--- src/rtl/reg_skid_buf_rst_y_mode_s.sv ---
// Two-entry valid/ready skid buffer feeding a downstream enable register.
// Every output except o_fire comes straight from a flop, so o_in_ready never depends on i_out_ready.
//
//  state | meaning
//  EMPTY | no word held, head register shows the last popped word
//  BUSY  | one word held in the head register
//  FULL  | head register plus skid register occupied, producer stalled
module reg_skid_buf_rst_y_mode_s #(
    parameter int DATA_WIDTH = 32
) (
    input  logic                  i_clk,
    input  logic                  i_rst_n,
    input  logic                  i_in_valid,
    input  logic [DATA_WIDTH-1:0] i_in_data,
    output logic                  o_in_ready,
    output logic                  o_out_valid,
    output logic [DATA_WIDTH-1:0] o_out_data,
    input  logic                  i_out_ready,
    output logic                  o_fire,
    output logic [1:0]            o_level
);

    typedef enum logic [1:0] {
        ST_EMPTY = 2'd0,
        ST_BUSY  = 2'd1,
        ST_FULL  = 2'd2
    } state_t;

    state_t                state;
    state_t                state_nxt;
    logic [DATA_WIDTH-1:0] skid;
    logic                  in_fire;
    logic                  main_load;
    logic                  main_from_skid;
    logic                  skid_load;
    logic [1:0]            level_nxt;

    assign o_fire  = o_out_valid & i_out_ready;
    assign in_fire = i_in_valid & o_in_ready;

    always_comb begin
        state_nxt      = state;
        main_load      = 1'b0;
        main_from_skid = 1'b0;
        skid_load      = 1'b0;
        case (state)
            ST_EMPTY: begin
                if (in_fire) begin
                    main_load = 1'b1;
                    state_nxt = ST_BUSY;
                end
            end
            ST_BUSY: begin
                if (in_fire && o_fire) begin
                    main_load = 1'b1;
                end else if (in_fire) begin
                    skid_load = 1'b1;
                    state_nxt = ST_FULL;
                end else if (o_fire) begin
                    state_nxt = ST_EMPTY;
                end
            end
            ST_FULL: begin
                if (o_fire) begin
                    main_load      = 1'b1;
                    main_from_skid = 1'b1;
                    state_nxt      = ST_BUSY;
                end
            end
            default: state_nxt = ST_EMPTY;
        endcase
    end

    always_comb begin
        level_nxt = 2'd0;
        case (state_nxt)
            ST_BUSY: level_nxt = 2'd1;
            ST_FULL: level_nxt = 2'd2;
            default: level_nxt = 2'd0;
        endcase
    end

    // Status flops are loaded from the next state so they line up with the state register.
    always_ff @(posedge i_clk) begin
        if (!i_rst_n) begin
            state       <= ST_EMPTY;
            o_in_ready  <= 1'b0;
            o_out_valid <= 1'b0;
            o_out_data  <= '0;
            skid        <= '0;
            o_level     <= 2'd0;
        end else begin
            state       <= state_nxt;
            o_in_ready  <= (state_nxt != ST_FULL);
            o_out_valid <= (state_nxt != ST_EMPTY);
            o_level     <= level_nxt;
            if (main_load) begin
                o_out_data <= main_from_skid ? skid : i_in_data;
            end
            if (skid_load) begin
                skid <= i_in_data;
            end
        end
    end

endmodule

--- config.mk ---
export PLATFORM = sky130hd
export DESIGN_NAME = reg_skid_buf_rst_y_mode_s
export DESIGN_NICKNAME = d
export VERILOG_FILES = /design/src/rtl/reg_skid_buf_rst_y_mode_s.sv
export SDC_FILE = /design/constraint.sdc
export NUM_CORES = 1
export LEC_CHECK = 0
export BUFFER_PORTS_ARGS = -buffer_cell sky130_fd_sc_hd__clkbuf_2
export CORE_MARGIN = 2
export CORE_UTILIZATION = 40
export CTS_CLUSTER_SIZE = 28
export DETAILED_ROUTE_END_ITERATION = 12
export PLACE_DENSITY = 0.63
export SLEW_MARGIN = 30
export SYNTH_ARGS = -nofsm -noshare
export SYNTH_HDL_FRONTEND = slang
export SYNTH_SLANG_ARGS = --single-unit
--- constraint.sdc ---
create_clock -name i_clk -period 1.6 [get_ports i_clk]
set_input_delay 0.08 -clock i_clk [delete_from_list [all_inputs] [get_ports i_clk]]
set_output_delay 0.08 -clock i_clk [all_outputs]
set_load 0.02 [all_outputs]
# Word level (Yosys, flattened, before mapping)
# Index checks and enable logic that the tools add are counted.
# op_classes
eq_ne	5
n_mux	15
bitwise	2
n_reduce_logical	3
# op_table
operator	n
32-bit 2-to-1 mux	1
2-bit 2-to-1 mux	5
1-bit 2-to-1 mux	6
2-bit case mux with 3 select lines	1
2-bit by 1-bit == test with 1-bit output (second input constant)	2
2-bit == test (second input constant)	2
2-bit case mux with 2 select lines	1
1-bit case mux with 3 select lines	1
1-bit bitwise AND	2
2-bit logical NOT	1
2-bit != test (second input constant)	1
2-bit nonzero test	1
1-bit logical AND	1
# totals
register_bits	70
input_bits	36
output_inout_bits	37
word_cells	31

# Depth between registers and ports, before layout
# Gate-level depths: netlist (run 1).
# logic_depth
word_depth	7
ltp_mapped	7
ltp_nobuf	4

# Worst setup path after synthesis (run 1)
# OpenSTA, ideal clock, no wires.
# synth_path
path_type	reg-to-reg
start	register o_in_ready
end	register o_out_data[1]
setup_ns	0.116
arrival_time_ns	1.374
required_ns	1.484
setup_slack_ns	0.110
path_stages_with_launch	6
n_path_buf	1
period_less_slack_ns	1.490
cell_sequence	dfxtp_1 nand4_2 o221ai_4 buf_6 nand2_1 o211a_1
# synth_between
elab_chain_cells	4
word_cells_on_any_way	5
cone_classes	mux (3); bitwise (1); reduce/logical (1)
# synth_rtl
element	line_no	source
from (decl)	15	output logic o_in_ready,
from (signal assigned)	94	o_in_ready <= (state_nxt != ST_FULL);
1-bit bitwise AND *	39	assign in_fire = i_in_valid & o_in_ready;
1-bit logical AND	54	if (in_fire && o_fire) begin
1-bit 2-to-1 mux	54	
1-bit case mux with 3 select lines *	46	case (state)
to (signal assigned)	98	o_out_data <= main_from_skid ? skid : i_in_data;
to (decl)	17	output logic [DATA_WIDTH-1:0] o_out_data,
# Mark *: on every way between the ends. The rest lies on a longest branch, timed or not.
# A chain may end at the register's enable or synchronous reset.

# Final worst setup path (run 1)
# layout_path
start	register o_in_ready
end	register o_out_data[19]
# The elaborated chain is that of the path after synthesis.

==> impl_results.md, run 1 <==
- Outcome: finished, final reports clean
- Most frequent cell after synthesis: dfxtp_1
- Placer Congestion: 0.791
- Commonest cells post-synth: 70 x dfxtp_1, 69 x nand2_1, 32 x mux2i_1, 32 x o211a_1
- CP Max Fanout: 36
- Die height: 94.3 um
- Asr flop ratio synth: 0
- Synth cell types: 26
- Clock Path Buffers: 2
- Crit path max-delay cell type: dfxtp_1
- Detailed Place HPWL: 4.31 mm
- Mapped Area: 0.00326 mm^2
- Hold Crit Class: input port to register
- GRT Util Overall: 0.153
- Placed insts: 472
- Setup TNS: 0 ns
- WP depth: 5
- Layout Nets: 450
- Core area: 0.00781 mm^2
- Family with the most delay on the worst path: flip-flops
- DRT Wirelength: 6.59 mm
- Starting Density: 0.418
- Antenna Nets Post-Route: 0
- Power per cell area: 941 mW/mm^2
- CTS tree: built
- CP peak stage delay: 0.46 ns
- RSZ-0062 raised after global routing: no
- Reg clk slew, reported paths: 0.08 ns
- Antenna violations before repair: 0
- Count of pins over their slew limit: 0
- Post-route minimum period: 1.46 ns
- Num CTS Buffers: 9
- Synth top area cells: dfxtp_1 43%, a21boi_2 10%, mux2i_1 9.8%
- Cells after synthesis: 312
- Vias in the first global route: 2259
- WP data required: 1.82 ns
- Post-synthesis register bit count: 70
- Cell Rows: 32
- Die footprint: 0.00890 mm^2
- Clock Skew: 0.00729 ns
- Wirelength per Cell: 12.7 um
- Seq. cell area: 0.00140 mm^2
- Iter 0 DRT Violations: 92
- Crit Path Class: register to register
- Fillers: 738
- Routed vias: 2499
- Fin crit share: 0.910
- FF-to-FF End: o_out_data[19]
- H-tree levels: 3
- Setup slack, reg-to-reg: 0.14 ns
- Hold Vio Cnt, Final: 0
- Total grt overflow: 0
- Worst Setup SP: o_in_ready
- VDD IR-drop max: 0.662 mV
- Final non-filler cell total: 521
- Top-area cell type share of the netlist area: 0.429
- ANT cells: 0
- TritonRoute pass-1 iters: 4
- Input/output buffers: 72
- Slew @ Worst Pin: 0.268 ns
- Leak: 2.21 nW
- Setup violators final: 0
- Post-synthesis to final-layout area growth: 28.9%
- Multi-input gate area: 0.00161 mm^2
- Via density: 4.80
- Slew headroom: 0.822
- Layout cells sized above 1: 0.396
- I/O pin count: 73
- CP Capture Type: register
- Clock insertion delay at the later pin of the skew report: 0.33 ns
- Net count after synthesis: 348
- Root buf cell: clkbuf_8
- Setup crit end: o_out_data[19]
- Post-synth EDFFs: 0
- Critical path launch point type: register
- Post-synth top flop: dfxtp_1
- FF-to-FF path depth: 5
- Crit path buffers/inverters: 1
- Largest net degree at the start of global routing: 71
- Synth warnings: 0
- DRC: 0
- Arrival time worst endpoint: 1.67 ns
- Fmax: 687 MHz
- Register area share after synthesis: 0.429
- Cell Chain, Critical Path: nand4_2 -> o221ai_4 -> buf_12 -> nand2_1 -> o211a_1
- Max-Cap Viols: 0
- Die Wd: 94.3 um
- Area leader, netlist: dfxtp_1
- Synth Area per Inst: 10.5 um^2
- TritonCTS Sinks: 70
- First-pass GRT wire length: 10.7 mm
- Crit Reg-Reg Startpoint: o_in_ready
==> what timing repair did <==
item | CTS | global route
buffers inserted | 0 | 1
hold buffers | 32 | 0
gates resized for setup | 0 | 0
endpoints found under the hold margin | 32 | 0
setup endpoints to repair | 0 | 3
==> through the flow <==
stage / hold slack (ns) / worst slack (ns) / area [um^2] / power, mW / util
2_1_floorplan: 0.207 / 0.110 / 3260 / 2.33 / -
3_3_place_gp: 0.320 / 0.125 / 3680 / 2.52 / 0.471
3_5_place_dp: 0.325 / 0.0989 / 3680 / 2.53 / 0.471
4_1_cts: 0.208 / 0.0800 / 4200 / 4.02 / 0.538
5_1_grt: 0.220 / 0.0546 / 4210 / 4.15 / 0.539
6_report: 0.221 / 0.145 / 4210 / 3.96 / 0.539
==> worst min-delay path by stage <==
stage	cells past startpoint	slack [ns]	startpoint	end
after global routing	3	0.22	i_rst_n	o_out_data[21]
after floorplan	2	0.21	i_in_data[10]	skid[10]
after global placement	3	0.32	i_in_data[5]	skid[5]
final	3	0.22	i_rst_n	o_out_data[21]
after detailed placement	3	0.33	i_in_data[12]	skid[12]
after CTS	3	0.21	i_rst_n	o_out_data[21]
==> where the power goes <==
group          switching, mW  internal (mW)  leakage [nW]  total (mW)
sequential            0.0584           1.84         0.571        1.90
clock                  0.662          0.757         0.102        1.42
combinational          0.340          0.298          1.54       0.638
total                   1.06           2.90          2.21        3.96
==> per-layer routing <==
layer,track usage,wire length (um),up-vias
met5,0,0,-
met4,0.0640,65,0
met3,0.0329,250,4
met2,0.243,3080,45
met1,0.201,3190,1168
li1,-,-,1282
==> flip-flops by register name (all words and copies together) (netlist names) <==
signal       count
o_level          2
o_out_valid      1
o_in_ready       1
state            2
o_out_data      32
skid            32
==> placed cells by master (no fill, tap or decap), types with 2 or more instances in the layout <==
master	instances
clkbuf_8	10
and2_1	2
a21boi_2	30
clkbuf_2	72
dfxtp_1	70
nor2b_1	2
nand2_2	30
o211a_1	32
o21a_1	3
buf_4	6
dlygate4sd3_1	32
a21oi_1	3
mux2i_1	32
a21boi_1	2
clkinv_2	3
nand2_1	69
buf_12	7
==> worst min-delay path: stages <==
cell	delay, ns
clkbuf_2	0.10
buf_12	0.20
o211a_1	0.13
==> kinds of logic (layout without fill, tap and decap cells) <==
family / Yosys count / count (layout) / share of synthesized area
AO/OA/AOI/OAI: 72 / 72 / 0.227
buffers and inverters: 27 / 134 / 0.0775
AND/OR/NAND/NOR: 111 / 111 / 0.168
multiplexers: 32 / 32 / 0.0982
flip-flops: 70 / 70 / 0.429
==> final cells by class <==
type                    count  area share
clock buffers              10      0.0327
clock inverters             6      0.0146
inverters                   1    0.000892
multi-input cells         215       0.383
flip-flops and latches     70       0.333
well taps                 102      0.0303
repair buffers            117       0.206
No activity file was read; power rests on OpenSTA's default activity.
==> inputs of run 2 (changes only) <==
--- a/config.mk
+++ b/config.mk
@@ -11,6 +11,7 @@
 export CTS_CLUSTER_SIZE = 28
 export DETAILED_ROUTE_END_ITERATION = 12
 export PLACE_DENSITY = 0.63
+export SETUP_SLACK_MARGIN = 0.2
 export SLEW_MARGIN = 30
 export SYNTH_ARGS = -nofsm -noshare
 export SYNTH_HDL_FRONTEND = slang
==> run 2 against run 1 <==
Net effect:
- final cell count increased by 1.9%
- fmax grew 2.0%
- first-iteration DRC count grew 25%
- die area unchanged
- global-route usage grew 1.9 points
- sequential power about the same
- final area up 6.7%
- highest routed layer unchanged
==> impl_results.md, run 2 (synthesis results as in run 1) <==
- Outcome: finished, final reports clean
- TritonRoute pass-1 iters: 4
- Crit Path Class: register to register
- FF-to-FF path depth: 6
- Largest net degree at the start of global routing: 71
- Reg clk slew, reported paths: 0.07 ns
- Hold Crit Class: input port to register
- Routed vias: 2583
- Comb pwr share: 0.181
- Max-Cap Viols: 0
- Pint: 2.97 mW
- GRT Util Overall: 0.171
- Root buf cell: clkbuf_8
- First-pass GRT wire length: 11.8 mm
- Antenna violations before repair: 0
- CP Capture Type: register
- Starting Density: 0.418
- Clock insertion delay at the later pin of the skew report: 0.33 ns
- Min-Delay Endpoint: o_out_data[22]
- WP data required: 1.87 ns
- Fin crit share: 0.892
- Input/output buffers: 72
- CP Max Fanout: 8
- Cell Rows: 32
- Core area: 0.00781 mm^2
- CTS tree: built
- Arrival time worst endpoint: 1.70 ns
- Antenna Nets Post-Route: 0
- Clock Skew: 0.00958 ns
- Final non-filler cell total: 531
- DRT Wirelength: 7.56 mm
- Clock Path Buffers: 2
- Hold Startpoint: i_rst_n
- Setup violators final: 0
- Iter 0 DRT Violations: 115
- Die Wd: 94.3 um
- Post-route cell area: 0.00449 mm^2
- VDD IR-drop max: 0.429 mV
- I/O pin count: 73
- Sequential group share of total power: 0.470
- Wirelength per Cell: 14.2 um
- Layout Nets: 460
- Vias in the first global route: 2423
- Layout cells sized above 1: 0.427
- Die footprint: 0.00890 mm^2
- Hold Vio Cnt, Final: 0
- RSZ-0062 raised after global routing: yes
- Placer Congestion: 0.678
- Post-synthesis to final-layout area growth: 37.6%
- NetSw: 1.07 mW
- Power per cell area: 899 mW/mm^2
- Detailed Place HPWL: 4.17 mm
- Total grt overflow: 0
- FF-to-FF End: skid[15]
- Slew @ Worst Pin: 0.288 ns
- Via density: 4.86
- Setup slack, reg-to-reg: 0.17 ns
- Setup WS pre-CTS: 0.120 ns
- Post-route minimum period: 1.43 ns
- DRC: 0
- Leak: 2.40 nW
- H-tree levels: 3
- Commonest non-fill, non-tap cell in the layout: clkbuf_2
- Crit Reg-Reg Startpoint: state[1]
- Setup TNS: 0 ns
- Hold Crit Depth: 3
- Top flop regs: o_out_data x32, skid x32
- TritonCTS Sinks: 70
- Count of pins over their slew limit: 0
- Power share of the clock group: 0.349
- Area of placed instances: 0.00365 mm^2
- Die height: 94.3 um
- Most frequent cells in the layout: 72 x clkbuf_2, 67 x nand2_1, 66 x dfxtp_1
- Fmax: 701 MHz
- ANT cells: 0
- Switch share: 0.265
- Slew headroom: 0.808
- Setup WS post-layout: 0.173 ns
- Placed insts: 469
- Num CTS Buffers: 9
- Critical path launch point type: register
run 2: changes by cell type in the layout (fill, tap and decap cells not counted), sizes merged:
cell    delta
bufinv     -1
bufbuf     +1
clkbuf     +5
clkinv     -3
buf        +8
run 2: per-layer routing:
metal,vias to the layer above,track usage,share of wire
met3,7,0.0417,0.042
li1,1298,-,-
met1,1216,0.225,0.46
met2,62,0.280,0.48
met5,-,0,0
met4,0,0.0507,0.014
run 2: how the worst max path moves through the flow:
stage / startpoint / to
after detailed placement: state[0] / o_out_data[5]
after CTS: state[1] / skid[29]
after floorplan: o_in_ready / o_out_data[1]
final: state[1] / skid[15]
after global routing: state[1] / skid[15]
after global placement: state[0] / o_out_data[26]
run 2: critical path, cell delays in order, from the launching register on:
cell and delay (ns):
dfxtp_2 0.33, buf_6 0.11, and3b_2 0.24, and3_4 0.23, bufbuf_16 0.29, nand2_2 0.06
a21boi_2 0.10
run 2: repair_timing:
| item | 4_1_cts | 5_1_grt |
|---|---|---|
| setup endpoints to repair | 64 | 64 |
| pin swaps | 2 | 5 |
| hold buffers | 31 | 1 |
| cloned | 4 | 2 |
| hold endpoints to repair | 32 | 1 |
| resized for setup | 10 | 17 |
| buffers inserted | 6 | 2 |
run 2: final cells by class:
| class | count | area, um^2 |
|---|---|---|
| clock buffers | 14 | 193 |
| clock inverters | 2 | 12.5 |
| fillers | 695 | 3320 |
| inverters | 1 | 3.75 |
| multi-input cells | 215 | 1680 |
| flip-flops and latches | 70 | 1410 |
| well taps | 102 | 128 |
| repair buffers | 127 | 1070 |
run 2: power groups by stage:
stage / clock, mW / sequential [mW] / combinational [mW]
after global placement: 0 / 1.94 / 0.571
after detailed placement: 0 / 1.94 / 0.577
after floorplan: 0 / 2.04 / 0.296
after CTS: 1.46 / 1.90 / 0.695
after global routing: 1.55 / 1.91 / 0.789
final: 1.41 / 1.90 / 0.731
run 2: per-stage QoR:
stage                     total power, mW   util  hold WS, ns
after detailed placement             2.52  0.467        0.322
after global routing                 4.25  0.575        0.230
after CTS                            4.05  0.558      -0.0192
after global placement               2.51  0.467        0.322
final                                4.04  0.575        0.213
after floorplan                      2.33      -        0.207
